==> src/rtl/cmd_exec_pkg.sv <==
// Shared types and encodings for the command executor: command codes,
// engine operation codes, FIFO entry layout and FSM state type.
package cmd_exec_pkg;

  localparam logic [2:0] CMD_SEED      = 3'd1;
  localparam logic [2:0] CMD_ADVANCE   = 3'd2;
  localparam logic [2:0] CMD_READ_CELL = 3'd3;

  localparam logic [1:0] ENG_OP_SEED = 2'd0;
  localparam logic [1:0] ENG_OP_STEP = 2'd1;
  localparam logic [1:0] ENG_OP_READ = 2'd2;

  localparam int ENTRY_W = 35;

  typedef struct packed {
    logic [2:0]  code;
    logic [31:0] arg;
  } cmd_entry_t;

  typedef enum logic [1:0] {
    ST_IDLE = 2'd0,
    ST_REQ  = 2'd1,
    ST_DONE = 2'd2
  } state_t;

endpackage

==> src/rtl/cmd_fifo.sv <==
// Synchronous command FIFO with registered pointers and occupancy count;
// a push into a full FIFO is accepted when a pop happens in the same cycle.
module cmd_fifo
  import cmd_exec_pkg::*;
#(
  parameter int DEPTH = 4
) (
  input  logic                     clk,
  input  logic                     reset,
  input  logic                     push,
  input  logic                     pop,
  input  logic [ENTRY_W-1:0]       wr_data,
  output logic [ENTRY_W-1:0]       rd_data,
  output logic                     full,
  output logic                     empty,
  output logic [$clog2(DEPTH):0]   count
);

  localparam int PTR_W = $clog2(DEPTH);
  localparam int CNT_W = PTR_W + 1;

  logic [ENTRY_W-1:0] mem [DEPTH];
  logic [PTR_W-1:0]   wr_ptr;
  logic [PTR_W-1:0]   rd_ptr;
  logic               do_push;
  logic               do_pop;

  assign full    = (count == CNT_W'(DEPTH));
  assign empty   = (count == '0);
  assign do_pop  = pop && !empty;
  assign do_push = push && (!full || do_pop);
  assign rd_data = mem[rd_ptr];

  always_ff @(posedge clk) begin
    if (do_push) begin
      mem[wr_ptr] <= wr_data;
    end
  end

  always_ff @(posedge clk) begin
    if (reset) begin
      wr_ptr <= '0;
      rd_ptr <= '0;
      count  <= '0;
    end else begin
      if (do_push) begin
        wr_ptr <= wr_ptr + PTR_W'(1);
      end
      if (do_pop) begin
        rd_ptr <= rd_ptr + PTR_W'(1);
      end
      case ({do_push, do_pop})
        2'b10:   count <= count + CNT_W'(1);
        2'b01:   count <= count - CNT_W'(1);
        default: count <= count;
      endcase
    end
  end

endmodule

==> src/rtl/cmd_exec.sv <==
// Command executor: buffers command strobes and runs them against the life
// engine one operation at a time. CMD_EXEC_GEN_COUNT_EN builds gen_count.
//
// state | meaning
// IDLE  | waiting for a buffered command; pops and decodes the head
// REQ   | eng_req high, waiting for eng_done
// DONE  | one low cycle between requests; repeat while remaining != 0
module cmd_exec
  import cmd_exec_pkg::*;
#(
  parameter int FIFO_DEPTH = 4
) (
  input  logic        clk,
  input  logic        reset,
  input  logic [2:0]  cmd,
  input  logic [31:0] cmd_arg0,
  input  logic        cmd_valid,
  output logic [1:0]  eng_op,
  output logic [31:0] eng_arg,
  output logic        eng_req,
  input  logic        eng_done,
  input  logic        eng_rdata,
  output logic        cell_value,
  output logic        cell_valid,
  output logic        busy,
  output logic        overflow,
  output logic        bad_cmd,
  output logic [31:0] gen_count
);

  localparam int CNT_W = $clog2(FIFO_DEPTH) + 1;

  state_t             state;
  state_t             state_nxt;
  logic [31:0]        remaining;
  logic [31:0]        remaining_nxt;
  logic [1:0]         op_nxt;
  logic [31:0]        arg_nxt;
  logic               cell_value_nxt;
  logic               cell_valid_nxt;
  logic               bad_cmd_nxt;
  logic               busy_nxt;
  logic               nonempty_nxt;

  logic               push;
  logic               pop;
  logic [ENTRY_W-1:0] fifo_wr_data;
  logic [ENTRY_W-1:0] fifo_rd_data;
  logic               fifo_full;
  logic               fifo_empty;
  logic [CNT_W-1:0]   fifo_count;
  cmd_entry_t         head;

  assign fifo_wr_data = {cmd, cmd_arg0};
  assign head         = cmd_entry_t'(fifo_rd_data);

  // No backpressure: a strobe into a full FIFO survives only if the head leaves this cycle.
  assign push         = cmd_valid && (!fifo_full || pop);
  assign nonempty_nxt = push || (fifo_count > CNT_W'(pop));
  assign busy_nxt     = nonempty_nxt || (state_nxt != ST_IDLE);

  cmd_fifo #(
    .DEPTH(FIFO_DEPTH)
  ) u_fifo (
    .clk     (clk),
    .reset   (reset),
    .push    (push),
    .pop     (pop),
    .wr_data (fifo_wr_data),
    .rd_data (fifo_rd_data),
    .full    (fifo_full),
    .empty   (fifo_empty),
    .count   (fifo_count)
  );

  always_comb begin
    state_nxt      = state;
    remaining_nxt  = remaining;
    op_nxt         = eng_op;
    arg_nxt        = eng_arg;
    cell_value_nxt = cell_value;
    cell_valid_nxt = 1'b0;
    bad_cmd_nxt    = bad_cmd;
    pop            = 1'b0;
    case (state)
      ST_IDLE: begin
        if (!fifo_empty) begin
          pop = 1'b1;
          case (head.code)
            CMD_SEED: begin
              op_nxt        = ENG_OP_SEED;
              arg_nxt       = head.arg;
              remaining_nxt = 32'd1;
              state_nxt     = ST_REQ;
            end
            CMD_ADVANCE: begin
              op_nxt        = ENG_OP_STEP;
              arg_nxt       = 32'd0;
              remaining_nxt = head.arg;
              if (head.arg != 32'd0) begin
                state_nxt = ST_REQ;
              end
            end
            CMD_READ_CELL: begin
              op_nxt        = ENG_OP_READ;
              arg_nxt       = 32'd0;
              remaining_nxt = 32'd1;
              state_nxt     = ST_REQ;
            end
            default: begin
              bad_cmd_nxt = 1'b1;
            end
          endcase
        end
      end
      ST_REQ: begin
        if (eng_done) begin
          remaining_nxt = remaining - 32'd1;
          state_nxt     = ST_DONE;
          if (eng_op == ENG_OP_READ) begin
            cell_value_nxt = eng_rdata;
            cell_valid_nxt = 1'b1;
          end
        end
      end
      ST_DONE: begin
        state_nxt = (remaining != 32'd0) ? ST_REQ : ST_IDLE;
      end
      default: begin
        state_nxt = ST_IDLE;
      end
    endcase
  end

  always_ff @(posedge clk) begin
    if (reset) begin
      state      <= ST_IDLE;
      remaining  <= '0;
      eng_op     <= ENG_OP_STEP;
      eng_arg    <= '0;
      eng_req    <= 1'b0;
      cell_value <= 1'b0;
      cell_valid <= 1'b0;
      busy       <= 1'b0;
      overflow   <= 1'b0;
      bad_cmd    <= 1'b0;
    end else begin
      state      <= state_nxt;
      remaining  <= remaining_nxt;
      eng_op     <= op_nxt;
      eng_arg    <= arg_nxt;
      eng_req    <= (state_nxt == ST_REQ);
      cell_value <= cell_value_nxt;
      cell_valid <= cell_valid_nxt;
      busy       <= busy_nxt;
      overflow   <= overflow | (cmd_valid && fifo_full && !pop);
      bad_cmd    <= bad_cmd_nxt;
    end
  end

`ifdef CMD_EXEC_GEN_COUNT_EN
  logic        step_done;
  logic [31:0] gen_count_q;

  assign step_done = (state == ST_REQ) && eng_done && (eng_op == ENG_OP_STEP);

  always_ff @(posedge clk) begin
    if (reset) begin
      gen_count_q <= '0;
    end else if (step_done) begin
      gen_count_q <= gen_count_q + 32'd1;
    end
  end

  assign gen_count = gen_count_q;
`else
  assign gen_count = 32'b0;
`endif

endmodule

==> config.mk <==
export PLATFORM = sky130hd
export DESIGN_NAME = cmd_exec
export DESIGN_NICKNAME = d
export VERILOG_FILES = /design/src/rtl/cmd_exec_pkg.sv /design/src/rtl/cmd_fifo.sv /design/src/rtl/cmd_exec.sv
export SDC_FILE = /design/constraint.sdc
export NUM_CORES = 1
export LEC_CHECK = 0
export CORE_MARGIN = 5
export CORE_UTILIZATION = 30
export DETAILED_ROUTE_END_ITERATION = 10
export GPL_TIMING_DRIVEN = 1
export SYNTH_ARGS = -nofsm -noshare
export SYNTH_HDL_FRONTEND = slang
export SYNTH_SLANG_ARGS = --single-unit
==> constraint.sdc <==
create_clock -name clk -period 4.05 [get_ports clk]
set_input_delay 0.6075 -clock clk [delete_from_list [all_inputs] [get_ports clk]]
set_output_delay 0.6075 -clock clk [all_outputs]
set_load 0.02 [all_outputs]
# Word level (Yosys, flattened, before mapping)
# Memory sizes are Yosys's and may differ from the RTL's. A register that Yosys moved wholly into a read port is not among the register bits.
# Cells that the tools add are included.
dict set report classes {
  magnitude_cmp 1
  n_bitwise 5
  n_reduce_logical 30
  mux 20
  n_eq_ne 13
  add_sub_neg 5
}
# cell count
set ops {}
lappend ops {{$pmux W32 S2} 3}
lappend ops {{$mux W32} 2}
lappend ops {{$reduce_bool A32 Y1} 2}
lappend ops {{$sub A32 B1 Y32 const B} 1}
lappend ops {{$pmux W2 S3} 2}
lappend ops {{$reduce_and A3 Y1} 4}
lappend ops {{$mux W2} 5}
lappend ops {{$reduce_bool A2 Y1} 4}
lappend ops {{$eq A2 B1 Y1 const B} 3}
lappend ops {{$eq A2 B2 Y1 const B} 3}
lappend ops {{$eq A3 B2 Y1 const B} 2}
lappend ops {{$mux W1} 6}
lappend ops {{$pmux W3 S2} 1}
lappend ops {{$reduce_or A3 Y1} 2}
lappend ops {{$logic_and A1 B1 Y1} 5}
lappend ops {{$add A2 B1 Y2 const B} 2}
lappend ops {{$logic_or A1 B1 Y1} 4}
lappend ops {{$ne A2 B2 Y1 const B} 2}
lappend ops {{$not A1 Y1} 4}
lappend ops {{$pmux W2 S2} 1}
lappend ops {{$reduce_and A4 Y1} 1}
lappend ops {{$reduce_or A2 Y1} 2}
lappend ops {{$add A3 B1 Y3 const B} 1}
lappend ops {{$eq A3 B1 Y1 const B} 1}
lappend ops {{other kinds (9)} 11}
dict set report totals {
  ramBits 140
  register_bits 81
  elab_cells 88
  out_inout_bits 72
  memories 1
  in_bits 40
}
# name depth word_bits rd rd_ports_with_merged_regs write_ports line_no
set memory_table {}
lappend memory_table {u_fifo.mem 4 35 1 1 1 cmd_fifo.sv:22} ;# logic [ENTRY_W-1:0] mem [DEPTH];

# Longest topological paths before layout
dict set report logic_depth {
  depth_word 8
  ltp_mapped 10
}

# Cells and area by module
# Synthesis repeated with hierarchy kept, for this count alone.
dict set report hier_totals {
  hier_cells 751
  area_unflattened_um2 9570.4
}
# mod area_per_inst_um2 cells_each n_inst
set modules_own_cells {}
lappend modules_own_cells {cmd_fifo 5591.6 237 1}
lappend modules_own_cells {cmd_exec 3978.8 514 1}

# Least setup slack after synthesis
# No wires, ideal clock.
dict set report synth_path {
  path_kind {reg2reg}
  start {reg (tool-made name)}
  end {reg busy}
  stages_incl_launch_ff 9
  required_ns 3.930
  slack_ns 1.791
  arrival_time_ns 2.140
  setup_time_ns 0.120
  period_less_slack_ns 2.259
  n_path_buf 2
  cell_sequence {dfxtp_1 -> clkbuf_1 -> buf_1 -> mux4_2 -> nor4_1 -> nand4_1 -> o21ai_0 -> o21ai_0 -> or2_1}
}
# item line_no
set synth_rtl {}
lappend synth_rtl {{to (signal assigned)} cmd_exec.sv:155} ;# busy <= busy_nxt;
lappend synth_rtl {{to (decl)} cmd_exec.sv:25} ;# output logic busy,

==> metrics <==
Placer Congestion=0.809; worst flop-to-flop path endpoint=busy; startpoint types=flip-flop; count of synthesis-stage warnings from yosys=0; average wire per standard cell=~19 microns; Clock Pin Slew Worst Setup and Hold Paths=~70 ps; Hold Path Class=flip-flop to flip-flop; pre-CTS WS=between 900 and 1000 ps; post-synthesis cell count=708; synthesized area per cell=about 13 sq um; number of placed I/O pins=approximately 110; sequential cell fraction of total power=35.1%; adder-cell area share of the yosys netlist=between 1 and 1.5%; portion of netlist area occupied by mux cells=between 8 and 9%; dominant register cell in the synthesized netlist=edfxtp_1; number of antenna diodes=0; placeable core area=between 30000 and 40000 sq um; slew of the pin with the lowest slew margin=924 ps; iteration count of the initial detailed-routing pass=5; number of core rows=64; final cycle utilization of the critical path=75.0%; Max-cap violations=0; Iter 0 DRT Violations=510; Hold Buf Count CTS=0; number of global-route vias before repair=between 5000 and 6000; Crit path required time=4440 ps; count of flip-flops with a built-in enable after synthesis=140; sort of element at the end of the critical path=flip-flop; clock buffer count from CTS=23; power share of the combinational group=40.3%; width of the die=187 microns; sw frac=a little under two fifths; Hold Crit Depth=2; area fraction in compound gates after synthesis=roughly a tenth; count of antenna-violating nets left after detailed routing=0; area added between synthesis and finish=19.9%; floorplan die height=around 190 microns; placed wire-length estimate after detailed placement=between 10 and 15 mm; sequential element share of the synthesized area=between 60% and 70%; worst-path maximum fanout=16; fraction of final layout cells sized beyond drive strength 1=a little over an eighth; number of nets in the layout=834; total routing usage reported by global routing=roughly 12%; residual overflow from global routing=0; fill cell instance count of the final layout=between 2000 and 3000; routing usage on met1=16.2%; busiest grt layer=met2; Global Route met2 Usage=21.7%; Final Hold Violating Endpoints=0; routed vias=5988; sw power=3.27 mW; Final Max Tran Viols=0; number of remaining DRC errors=0; Clk network pwr share=24.6%; asr flop ratio synth=0%; crit path setup slack, layout=roughly 1000 ps; effective utilization at floorplan=between 30 and 40%; WP data arrival=roughly 3400 ps; internal cell power=5.37 mW; number of storage elements in the synthesis netlist=223; Cell Pwr Density=between 700 and 800 nW/um^2; CTS Sinks=223; leakage power=3.78 nW; Die Outline Area=34900 sq um; setup repair after global routing missed its margin=false; clock period minus worst slack=approximately 3000 ps; synthesized-area fraction occupied by and/or/nand/nor cells=11.0%; overall power after layout=about 8.6 mW; maximum number of pins on one net before global-route repair=54; count of input and output buffers=a little under 80; Post-Route Skew=between 10 and 15 ps; Worst IR Drop VDD=approximately 0.00038 V; met3 Use GR=1.81%; wire length of the first global-routing pass=35.0 mm; post-detailed-route via-to-cell ratio=approximately 5; outcome=finished, final reports clean; clock latency at the later pin of the worst-skew pair=500 ps; H-tree levels=1; xor and xnor fraction of the mapped netlist area=1.12%; number of unique standard cell types used by synthesis=between 50 and 60; total of cells resized after clock tree synthesis=0; Slew Limit Headroom=37.9%; combinational family with the most area after synthesis=simple AND/OR/NAND/NOR gates; routed wire length=roughly 22 mm; startpoint of the most critical hold path=overflow; number of buffers on the longest clock path=3; Register-to-Register Setup Slack=between 1000 and 1500 ps; critical path class=flip-flop to flip-flop; maximum achievable frequency=around 0.33 GHz; initial antenna violation count=0; Setup violations, final=0; TritonCTS clock tree=built; Setup TNS=0 ps; total setup buffers inserted after CTS=0; hold-critical path endpoint=overflow; cell area after synthesis=between 9000 and 10000 sq um; master cell of the clock root buffer=clkbuf_16; worst r2r path cells=7
-- cells by family after synthesis --
| logic type | after synthesis |
|---|---|
| flip-flops | 223 |
| multiplexers | 35 |
| buffers and inverters | 89 |
| AND/OR/NAND/NOR | 198 |
| XOR/XNOR | 12 |
| other | 1 |
| adder cells (fa/ha/maj) | 8 |
| AO/OA/AOI/OAI | 142 |
-- power by group through the flow --
stage                     Sequential (mW)  Combinational [mW]  Clock (mW)
after floorplan                      3.05                2.54           0
after global placement               3.08                3.45           0
after detailed placement             3.09                3.46           0
after CTS                            3.04                3.47        2.18
after global routing                 3.08                3.79        2.28
final                                3.04                3.48        2.12
-- cell usage after synthesis (all sizes together) (4+ instances only) --
library cell    n  area (sq um)
nor2           86           325
edfxtp        140          4200
a211oi          5          37.5
dfxtp          83          1660
a21oi          36           180
a32o            6          60.1
a221oi          7          73.8
a2bb2oi         5          43.8
ha              7          87.6
buf            56           382
nand3           4          20.0
a22oi          32           240
mux4           35           788
o21ai          28           140
nand2b          7          43.8
inv            14          52.6
nand4           5          31.3
nor3           23           130
a22o            5          43.8
nand2          25          93.8
nor4           21           189
and3            5          31.3
or2             5          31.3
or3             4          25.0
xor2           10          87.6
clkbuf         19          71.3
-- layout make-up --
class / instances / area, sq um / share of cell area, %
Clock inverter: 12 / 165 / 1.47
Timing Repair Buffer: 97 / 946 / 8.42
Inverter: 14 / 52.6 / 0.468
Clock buffer: 26 / 587 / 5.23
Multi-Input combinational cell: 427 / 3120 / 27.7
Sequential cell: 223 / 5870 / 52.3
Tap cell: 396 / 495 / 4.41
-- state kept, by name (all words and copies together), names as in the netlist, 2 cells and up, named ones only --
register       count
eng_op             2
u_fifo.mem       140
u_fifo.count       3
state              2
eng_arg           32
remaining         32
u_fifo.wr_ptr      2
u_fifo.rd_ptr      2
-- routing by layer --
layer	routed length, microns	vias to the layer above
li1	-	2787
met1	9610	2971
met2	11100	200
met3	1110	30
met4	413	0
met5	0	-
-- per-stage QoR --
stage	cell area, sq um	cells	utilization, %	hold WS (ps)
3_3_place_gp	10500	1157	34.1	451
5_1_grt	11200	1195	36.5	509
6_report	11200	1195	36.5	468
4_1_cts	11200	1195	36.5	474
3_5_place_dp	10500	1157	34.1	459
2_1_floorplan	9480	739	-	448
-- cell usage in the layout, fill, tap and decap left out, drive strengths merged, types with 7 or more instances in the layout --
cell           Yosys  routed
clkbuf            19      26
buf               56      19
o21ai             28      28
nand2b             7       7
a21oi             36      36
inv               14      14
conb               1      32
nor2              86      86
a22oi             32      32
xor2              10      10
nand2             25      25
edfxtp           140     140
a221oi             7       7
nor4              21      21
clkdlybuf4s50      0      78
dfxtp             83      83
nor3              23      23
mux4              35      35
ha                 7       7
-- how the worst max path moves through the flow --
stage | from | endpoint | slack [ps] | cells after the start
finish | flip-flop | busy | 1010 | 7
global route | flip-flop | busy | 810 | 7
CTS | flip-flop | busy | 930 | 7
detailed placement | flip-flop | busy | 920 | 7
global placement | flip-flop | busy | 1010 | 7
floorplan | flip-flop | busy | 1790 | 8
-- critical path: stages, from the launching register on --
cell and delay, ps:
dfxtp_2 740, buf_12 270, mux4_2 550, nor4_1 390, nand4_1 200, o21ai_0 340, o21ai_0 190, or2_1 250
Power figures use the tool's default switching activity.
